### src/rtl/adc_ltc2308_capture_pkg.sv
// Shared types and helpers for the LTC2308 capture front end.
package adc_capture_pkg;

    typedef enum logic [2:0] {
        IDLE,
        CONVST,
        WAIT_CONV,
        SHIFT,
        DONE
    } cap_state_t;

    localparam int unsigned LTC_CFG_BITS = 6;
    localparam int unsigned FRAME_BITS   = 12;

    // Config word {S/D, O/S, S1, S0, UNI, SLP}: single-ended, unipolar, no sleep.
    function automatic logic [LTC_CFG_BITS-1:0] ltc_cfg(input logic [2:0] ch);
        return {1'b1, ch[0], ch[2], ch[1], 1'b1, 1'b0};
    endfunction

endpackage

### src/rtl/ltc2308_shift.sv
// SCK generator with SDO shift-in and SDI config shift-out for one 12-bit LTC2308 frame.
module ltc2308_shift
    import adc_capture_pkg::*;
#(
    parameter int unsigned CLK_DIV   = 2,
    parameter int unsigned DATA_BITS = 12
) (
    input  logic                 clk,
    input  logic                 reset,
    input  logic                 start,
    input  logic [2:0]           channel,
    input  logic                 adc_sdo,
    output logic                 adc_sck,
    output logic                 adc_sdi,
    output logic [DATA_BITS-1:0] data,
    output logic                 done_c
);

    localparam int unsigned DIV_W  = (CLK_DIV > 1) ? $clog2(CLK_DIV) : 1;
    localparam int unsigned HALVES = 2 * FRAME_BITS;
    localparam int unsigned HALF_W = $clog2(HALVES);

    logic                    active_q, active_d;
    logic [DIV_W-1:0]        div_q, div_d;
    logic [HALF_W-1:0]       half_q, half_d;
    logic                    sck_q, sck_d;
    logic                    sdi_q, sdi_d;
    logic [LTC_CFG_BITS-1:0] cfg_q, cfg_d;
    logic [DATA_BITS-1:0]    sreg_q, sreg_d;
    logic [LTC_CFG_BITS-1:0] cfg_new;

    assign adc_sck = sck_q;
    assign adc_sdi = sdi_q;
    assign data    = sreg_q;

    // Half-period divider; SDO sampled on SCK rise, SDI advanced on SCK fall.
    always_comb begin
        active_d = active_q;
        div_d    = div_q;
        half_d   = half_q;
        sck_d    = sck_q;
        sdi_d    = sdi_q;
        cfg_d    = cfg_q;
        sreg_d   = sreg_q;
        done_c   = 1'b0;
        cfg_new  = ltc_cfg(channel);
        if (start) begin
            active_d = 1'b1;
            div_d    = '0;
            half_d   = '0;
            sck_d    = 1'b0;
            cfg_d    = cfg_new;
            sdi_d    = cfg_new[LTC_CFG_BITS-1];
            sreg_d   = '0;
        end else if (active_q) begin
            if (div_q == DIV_W'(CLK_DIV - 1)) begin
                div_d  = '0;
                sck_d  = ~sck_q;
                half_d = half_q + HALF_W'(1);
                if (!sck_q) begin
                    sreg_d = {sreg_q[DATA_BITS-2:0], adc_sdo};
                end else begin
                    // Shifting in zeros leaves sdi low once the six config bits are out.
                    cfg_d = {cfg_q[LTC_CFG_BITS-2:0], 1'b0};
                    sdi_d = cfg_q[LTC_CFG_BITS-2];
                end
                if (half_q == HALF_W'(HALVES - 1)) begin
                    active_d = 1'b0;
                    done_c   = 1'b1;
                end
            end else begin
                div_d = div_q + DIV_W'(1);
            end
        end
    end

    // Shifter state registers.
    always_ff @(posedge clk or posedge reset) begin
        if (reset) begin
            active_q <= 1'b0;
            div_q    <= '0;
            half_q   <= '0;
            sck_q    <= 1'b0;
            sdi_q    <= 1'b0;
            cfg_q    <= '0;
            sreg_q   <= '0;
        end else begin
            active_q <= active_d;
            div_q    <= div_d;
            half_q   <= half_d;
            sck_q    <= sck_d;
            sdi_q    <= sdi_d;
            cfg_q    <= cfg_d;
            sreg_q   <= sreg_d;
        end
    end

endmodule

### src/rtl/adc_ltc2308_capture.sv
// Periodic LTC2308 sampler: period counter, conversion FSM and sample output registers.
module adc_ltc2308_capture
    import adc_capture_pkg::*;
#(
    parameter int unsigned SAMPLE_PERIOD = 1000,
    parameter int unsigned CLK_DIV       = 2,
    parameter int unsigned CONVST_CYCLES = 2,
    parameter int unsigned CONV_CYCLES   = 80,
    parameter int unsigned DATA_BITS     = 12
) (
    input  logic                 clk,
    input  logic                 reset,
    input  logic                 enable,
    input  logic [2:0]           channel,
    input  logic                 adc_sdo,
    output logic                 adc_convst,
    output logic                 adc_sck,
    output logic                 adc_sdi,
    output logic [DATA_BITS-1:0] sample_out,
    output logic                 sample_valid,
    output logic                 busy,
    output logic                 overrun
);

    localparam int unsigned LATENCY = CONVST_CYCLES + CONV_CYCLES + 2 * FRAME_BITS * CLK_DIV + 1;
    localparam int unsigned PER_W   = (SAMPLE_PERIOD > 1) ? $clog2(SAMPLE_PERIOD) : 1;
    localparam int unsigned CNT_MAX = (CONV_CYCLES > CONVST_CYCLES) ? CONV_CYCLES : CONVST_CYCLES;
    localparam int unsigned CNT_W   = $clog2(CNT_MAX + 1);

    // A period shorter than one frame would turn every tick into an overrun.
    if (SAMPLE_PERIOD <= LATENCY) begin : g_bad_period
        $fatal(1, "adc_ltc2308_capture: SAMPLE_PERIOD %0d must exceed latency %0d",
               SAMPLE_PERIOD, LATENCY);
    end
    if (DATA_BITS != FRAME_BITS) begin : g_bad_width
        $fatal(1, "adc_ltc2308_capture: DATA_BITS must be %0d", FRAME_BITS);
    end

    cap_state_t           state_q, state_d;
    logic [PER_W-1:0]     per_q, per_d;
    logic [CNT_W-1:0]     cnt_q, cnt_d;
    logic                 convst_q, convst_d;
    logic [DATA_BITS-1:0] sample_q, sample_d;
    logic                 valid_q, valid_d;
    logic                 busy_q, busy_d;
    logic                 overrun_q, overrun_d;
    logic                 tick_c;
    logic                 start_c;
    logic                 shift_done_c;
    logic [DATA_BITS-1:0] shift_data;

    assign adc_convst   = convst_q;
    assign sample_out   = sample_q;
    assign sample_valid = valid_q;
    assign busy         = busy_q;
    assign overrun      = overrun_q;

    // Period counter; parked at zero while disabled so re-enable ticks at once.
    always_comb begin
        tick_c = enable && (per_q == '0);
        per_d  = '0;
        if (enable && (per_q != PER_W'(SAMPLE_PERIOD - 1))) begin
            per_d = per_q + PER_W'(1);
        end
    end

    // Conversion sequencing; ticks that land mid-frame are dropped and flagged.
    always_comb begin
        state_d   = state_q;
        cnt_d     = cnt_q;
        sample_d  = sample_q;
        valid_d   = 1'b0;
        start_c   = 1'b0;
        overrun_d = overrun_q | (tick_c && (state_q != IDLE));
        case (state_q)
            IDLE: begin
                if (tick_c) begin
                    state_d = CONVST;
                    cnt_d   = '0;
                end
            end
            CONVST: begin
                if (cnt_q == CNT_W'(CONVST_CYCLES - 1)) begin
                    state_d = WAIT_CONV;
                    cnt_d   = '0;
                end else begin
                    cnt_d = cnt_q + CNT_W'(1);
                end
            end
            WAIT_CONV: begin
                if (cnt_q == CNT_W'(CONV_CYCLES - 1)) begin
                    state_d = SHIFT;
                    cnt_d   = '0;
                    start_c = 1'b1;
                end else begin
                    cnt_d = cnt_q + CNT_W'(1);
                end
            end
            SHIFT: begin
                if (shift_done_c) begin
                    state_d = DONE;
                end
            end
            DONE: begin
                state_d  = IDLE;
                sample_d = shift_data;
                valid_d  = 1'b1;
            end
            default: state_d = IDLE;
        endcase
        convst_d = (state_d == CONVST);
        busy_d   = (state_d != IDLE);
    end

    // State, counters and registered outputs.
    always_ff @(posedge clk or posedge reset) begin
        if (reset) begin
            state_q   <= IDLE;
            per_q     <= '0;
            cnt_q     <= '0;
            convst_q  <= 1'b0;
            sample_q  <= '0;
            valid_q   <= 1'b0;
            busy_q    <= 1'b0;
            overrun_q <= 1'b0;
        end else begin
            state_q   <= state_d;
            per_q     <= per_d;
            cnt_q     <= cnt_d;
            convst_q  <= convst_d;
            sample_q  <= sample_d;
            valid_q   <= valid_d;
            busy_q    <= busy_d;
            overrun_q <= overrun_d;
        end
    end

    ltc2308_shift #(
        .CLK_DIV   (CLK_DIV),
        .DATA_BITS (DATA_BITS)
    ) u_shift (
        .clk     (clk),
        .reset   (reset),
        .start   (start_c),
        .channel (channel),
        .adc_sdo (adc_sdo),
        .adc_sck (adc_sck),
        .adc_sdi (adc_sdi),
        .data    (shift_data),
        .done_c  (shift_done_c)
    );

endmodule

### config.mk
export PLATFORM = sky130hd
export DESIGN_NAME = adc_ltc2308_capture
export DESIGN_NICKNAME = d
export VERILOG_FILES = /design/src/rtl/adc_ltc2308_capture_pkg.sv /design/src/rtl/ltc2308_shift.sv /design/src/rtl/adc_ltc2308_capture.sv
export SDC_FILE = /design/constraint.sdc
export NUM_CORES = 1
export LEC_CHECK = 0
export BUFFER_PORTS_ARGS = -buffer_cell sky130_fd_sc_hd__buf_4
export CELL_PAD_IN_SITES_DETAIL_PLACEMENT = 1
export CELL_PAD_IN_SITES_GLOBAL_PLACEMENT = 2
export CORE_ASPECT_RATIO = 2
export CORE_MARGIN = 2
export CORE_UTILIZATION = 43
export CTS_CLUSTER_DIAMETER = 80
export DETAILED_ROUTE_END_ITERATION = 10
export PLACE_DENSITY_LB_ADDON = 0.1
export SYNTH_ARGS = -nofsm -noshare
export SYNTH_HDL_FRONTEND = slang
export SYNTH_HIERARCHICAL = 1
export SYNTH_SLANG_ARGS = --single-unit
### constraint.sdc
create_clock -name clk -period 6.65 [get_ports clk]
set_clock_uncertainty 0.2 [all_clocks]
set_input_delay 1.33 -clock clk [delete_from_list [all_inputs] [get_ports clk]]
set_output_delay 1.33 -clock clk [all_outputs]
set_load 0.01 [all_outputs]
==> flow_metrics.tcl <==
set metrics [dict create \
    syn-instance-count 257 \
    synth_edf_count 0 \
    postCtsSetupBuffers 0 \
    vias 2003 \
    dieArea_um2 7490 \
    grt_usage_pct 19.1 \
    io_buffers 24 \
    cts_made_buffers 9 \
    grt_pass1_vias 2194 \
    clock-sinks 61 \
    final_area_um2 3440 \
    synth.avg_cell_area_um2 11.3 \
    cts_hold_buf 0 \
    drv_cap 0 \
    yosysUniqueCellTypes 58 \
    clockBufferDepth 2 \
    endpoint_kind "flip-flop" \
    htreeDepth 3 \
    setup_slack_ps 3820 \
    post-dp-hpwl_mm 4.32 \
    synth-async-reset-ratio_pct 100 \
    ios 25 \
    cp.arrival_ps 2890 \
    ys.flop_type "dfrtp_1" \
    worst_pin_slew_ps 946 \
    fp.dieH_um 120 \
    final-setup-viol-count 0 \
    start_kind "flip-flop" \
    antenna_found_initial 0 \
    drt_iter0_drc 54 \
    grt_pass1_wl_mm 10.8 \
    p_total_mw 1.06 \
    crit_path_top_delay_cell "dfrtp_1" \
    rsz0062_at_grt "false" \
    clock.fmax_ghz 0.353 \
    setup_tns_ps 0 \
    final_common_cell "dfrtp_1" \
    final_max_slew_viol_count 0 \
    ir_drop_v 0.000172 \
    cts_root_buffer "clkbuf_16" \
    overflow 0 \
    insertion_delay_ps 330 \
    hold_class "reg2reg" \
    worstPathCellList "ha_1 > and3_1 > nand3_1 > nor3_2 > buf_4 > nor4_1 > and2_2 > or2b_1 > a311oi_2 > a41o_1" \
    slowest_delay_ps 410 \
    initial_utilization_pct 44.4 \
    syn-num-nets 269 \
    crit_buf_inv 1 \
    slew_headroom_pct 36.9 \
    p_leak_nw 1.62 \
    fin_util_pct 52.4 \
    postRouteAntennaNets 0 \
    cts_tree "built" \
    detailedPlace.worstSlack_ps 3830 \
    die_x_um 62.2 \
    fin_crit_sh_pct 42.5 \
    routedWlPerCell_um 16.4 \
    dr.pass1.iters 6 \
    drive_gt1_share_pct 27.3 \
    cpLargestDelayFamily "simple AND/OR/NAND/NOR gates" \
    post_dp_cell_area_um2 3150 \
    drt-total-wl_mm 6.20 \
    synth_warnings 6 \
    most-common-layout-cells "dfrtp_1, buf_4, nor2_1" \
    path_clk_slew_ps 50 \
    place_congestion 0.731 \
    grt_max_degree 37 \
    area_growth_pct 18.1 \
    crit_fanout 19 \
    nets 296 \
    dp_cells 361 \
    antenna-diode-count 0 \
    route.detailed.drc 0 \
    min_period_ps 2830 \
    final.fill_count 714 \
    ys_ff_latch 61 \
    critPathKind "reg2reg" \
    fin_hold_ws_ps 284 \
    syn-cell-area_um2 2910 \
    hold_viol 0 \
    final_cells 377 \
    status "complete, no violations" \
    core_region_area_um2 6570 \
    required_ps 6710 \
    rows 42 \
    cts-resized-gates 0 \
    power.density_nw_per_um2 308 \
    vias_per_cell 5.31 \
    yosysSeqAreaShare_pct 52.4 \
]
==> worst register-to-register path, cell delays in order (launching register included) <==
cell      delay (ps)
dfrtp_1          410
ha_1             220
and3_1           380
nand3_1          140
nor3_2           180
buf_4            260
nor4_1           110
and2_2           200
or2b_1           230
a311oi_2         310
a41o_1           130
==> cells by family after synthesis <==
kind of cell	after synthesis	synth area share [%]
flops	61	52.4
mux	13	4.98
fa+ha+maj	5	2.15
compound gates	52	15.1
simple gates	89	17.1
buf+inv	25	4.68
xor+xnor	12	3.61
==> path summary, 6_finish.rpt <==
path / slack, ps / endpoint / startpoint / cells after the start
setup / recovery: 3820 / state_q[0]$_DFF_PP0_ / cnt_q[0]$_DFFE_PP0P_ / 10
hold / removal: 280 / u_shift/cfg_q[1]$_DFFE_PP0P_ / u_shift/cfg_q[1]$_DFFE_PP0P_ / 1
setup reg to reg: 3820 / state_q[0]$_DFF_PP0_ / cnt_q[0]$_DFFE_PP0P_ / 10
hold reg to reg: 280 / u_shift/cfg_q[1]$_DFFE_PP0P_ / u_shift/cfg_q[1]$_DFFE_PP0P_ / 1
max in group asynchronous: 4640 / u_shift/data[9]$_DFFE_PP0P_ / reset / 2
min in group asynchronous: 930 / sample_out[2]$_DFFE_PP0P_ / reset / 3
==> cell usage after synthesis, types with 4 or more instances <==
cell type,number,area share (%)
nand4_1,4,0.86
nand3_1,8,1.4
mux2_1,9,3.5
inv_1,13,1.7
ha_1,5,2.1
xor2_1,4,1.2
xnor2_1,8,2.4
a22o_2,12,4.1
nand2_1,18,2.3
o221ai_1,4,1.2
a21oi_1,10,1.7
nor2b_1,6,1.3
dfrtp_1,61,52
and3_1,4,0.86
nor2_1,20,2.6
o21ai_1,5,0.86
buf_6,4,1.5
nor3_1,6,1.0
buf_2,4,0.69
==> area by class of cell <==
| class | count | area, um2 | share of cell area [%] |
|---|---|---|---|
| clock inverters | 5 | 50.0 | 1.45 |
| inverters | 14 | 52.6 | 1.53 |
| multi-input cells | 171 | 1260 | 36.5 |
| well taps | 88 | 110 | 3.20 |
| repair buffers | 27 | 203 | 5.89 |
| clock buffers | 11 | 243 | 7.05 |
| flip-flops and latches | 61 | 1530 | 44.4 |
==> flip-flops by register name, summed over array words and instances, names as in the netlist <==
name              cells
u_shift/half_q        5
u_shift/adc_sdi       1
u_shift/div_q         1
u_shift/active_q      1
state_q               3
u_shift/data         12
overrun               1
busy                  1
per_q                10
cnt_q                 7
sample_out           12
u_shift/cfg_q         4
u_shift/adc_sck       1
sample_valid          1
adc_convst            1
==> metal layers <==
metal | global-route usage (%) | part of all wire (%) | vias up
li1 | - | - | 959
met1 | 20.8 | 37 | 1010
met2 | 34.6 | 58 | 25
met3 | 2.60 | 2.1 | 9
met4 | 11.7 | 2.4 | 0
met5 | 0 | 0 | -
==> power breakdown <==
group / leakage, nW / internal [mW] / switching, mW
Sequential: 0.814 / 0.395 / 0.0468
Clock: 0.149 / 0.297 / 0.160
Combinational: 0.657 / 0.0726 / 0.0898
Total: 1.62 / 0.765 / 0.297
No activity file was read; power rests on OpenSTA's default activity.
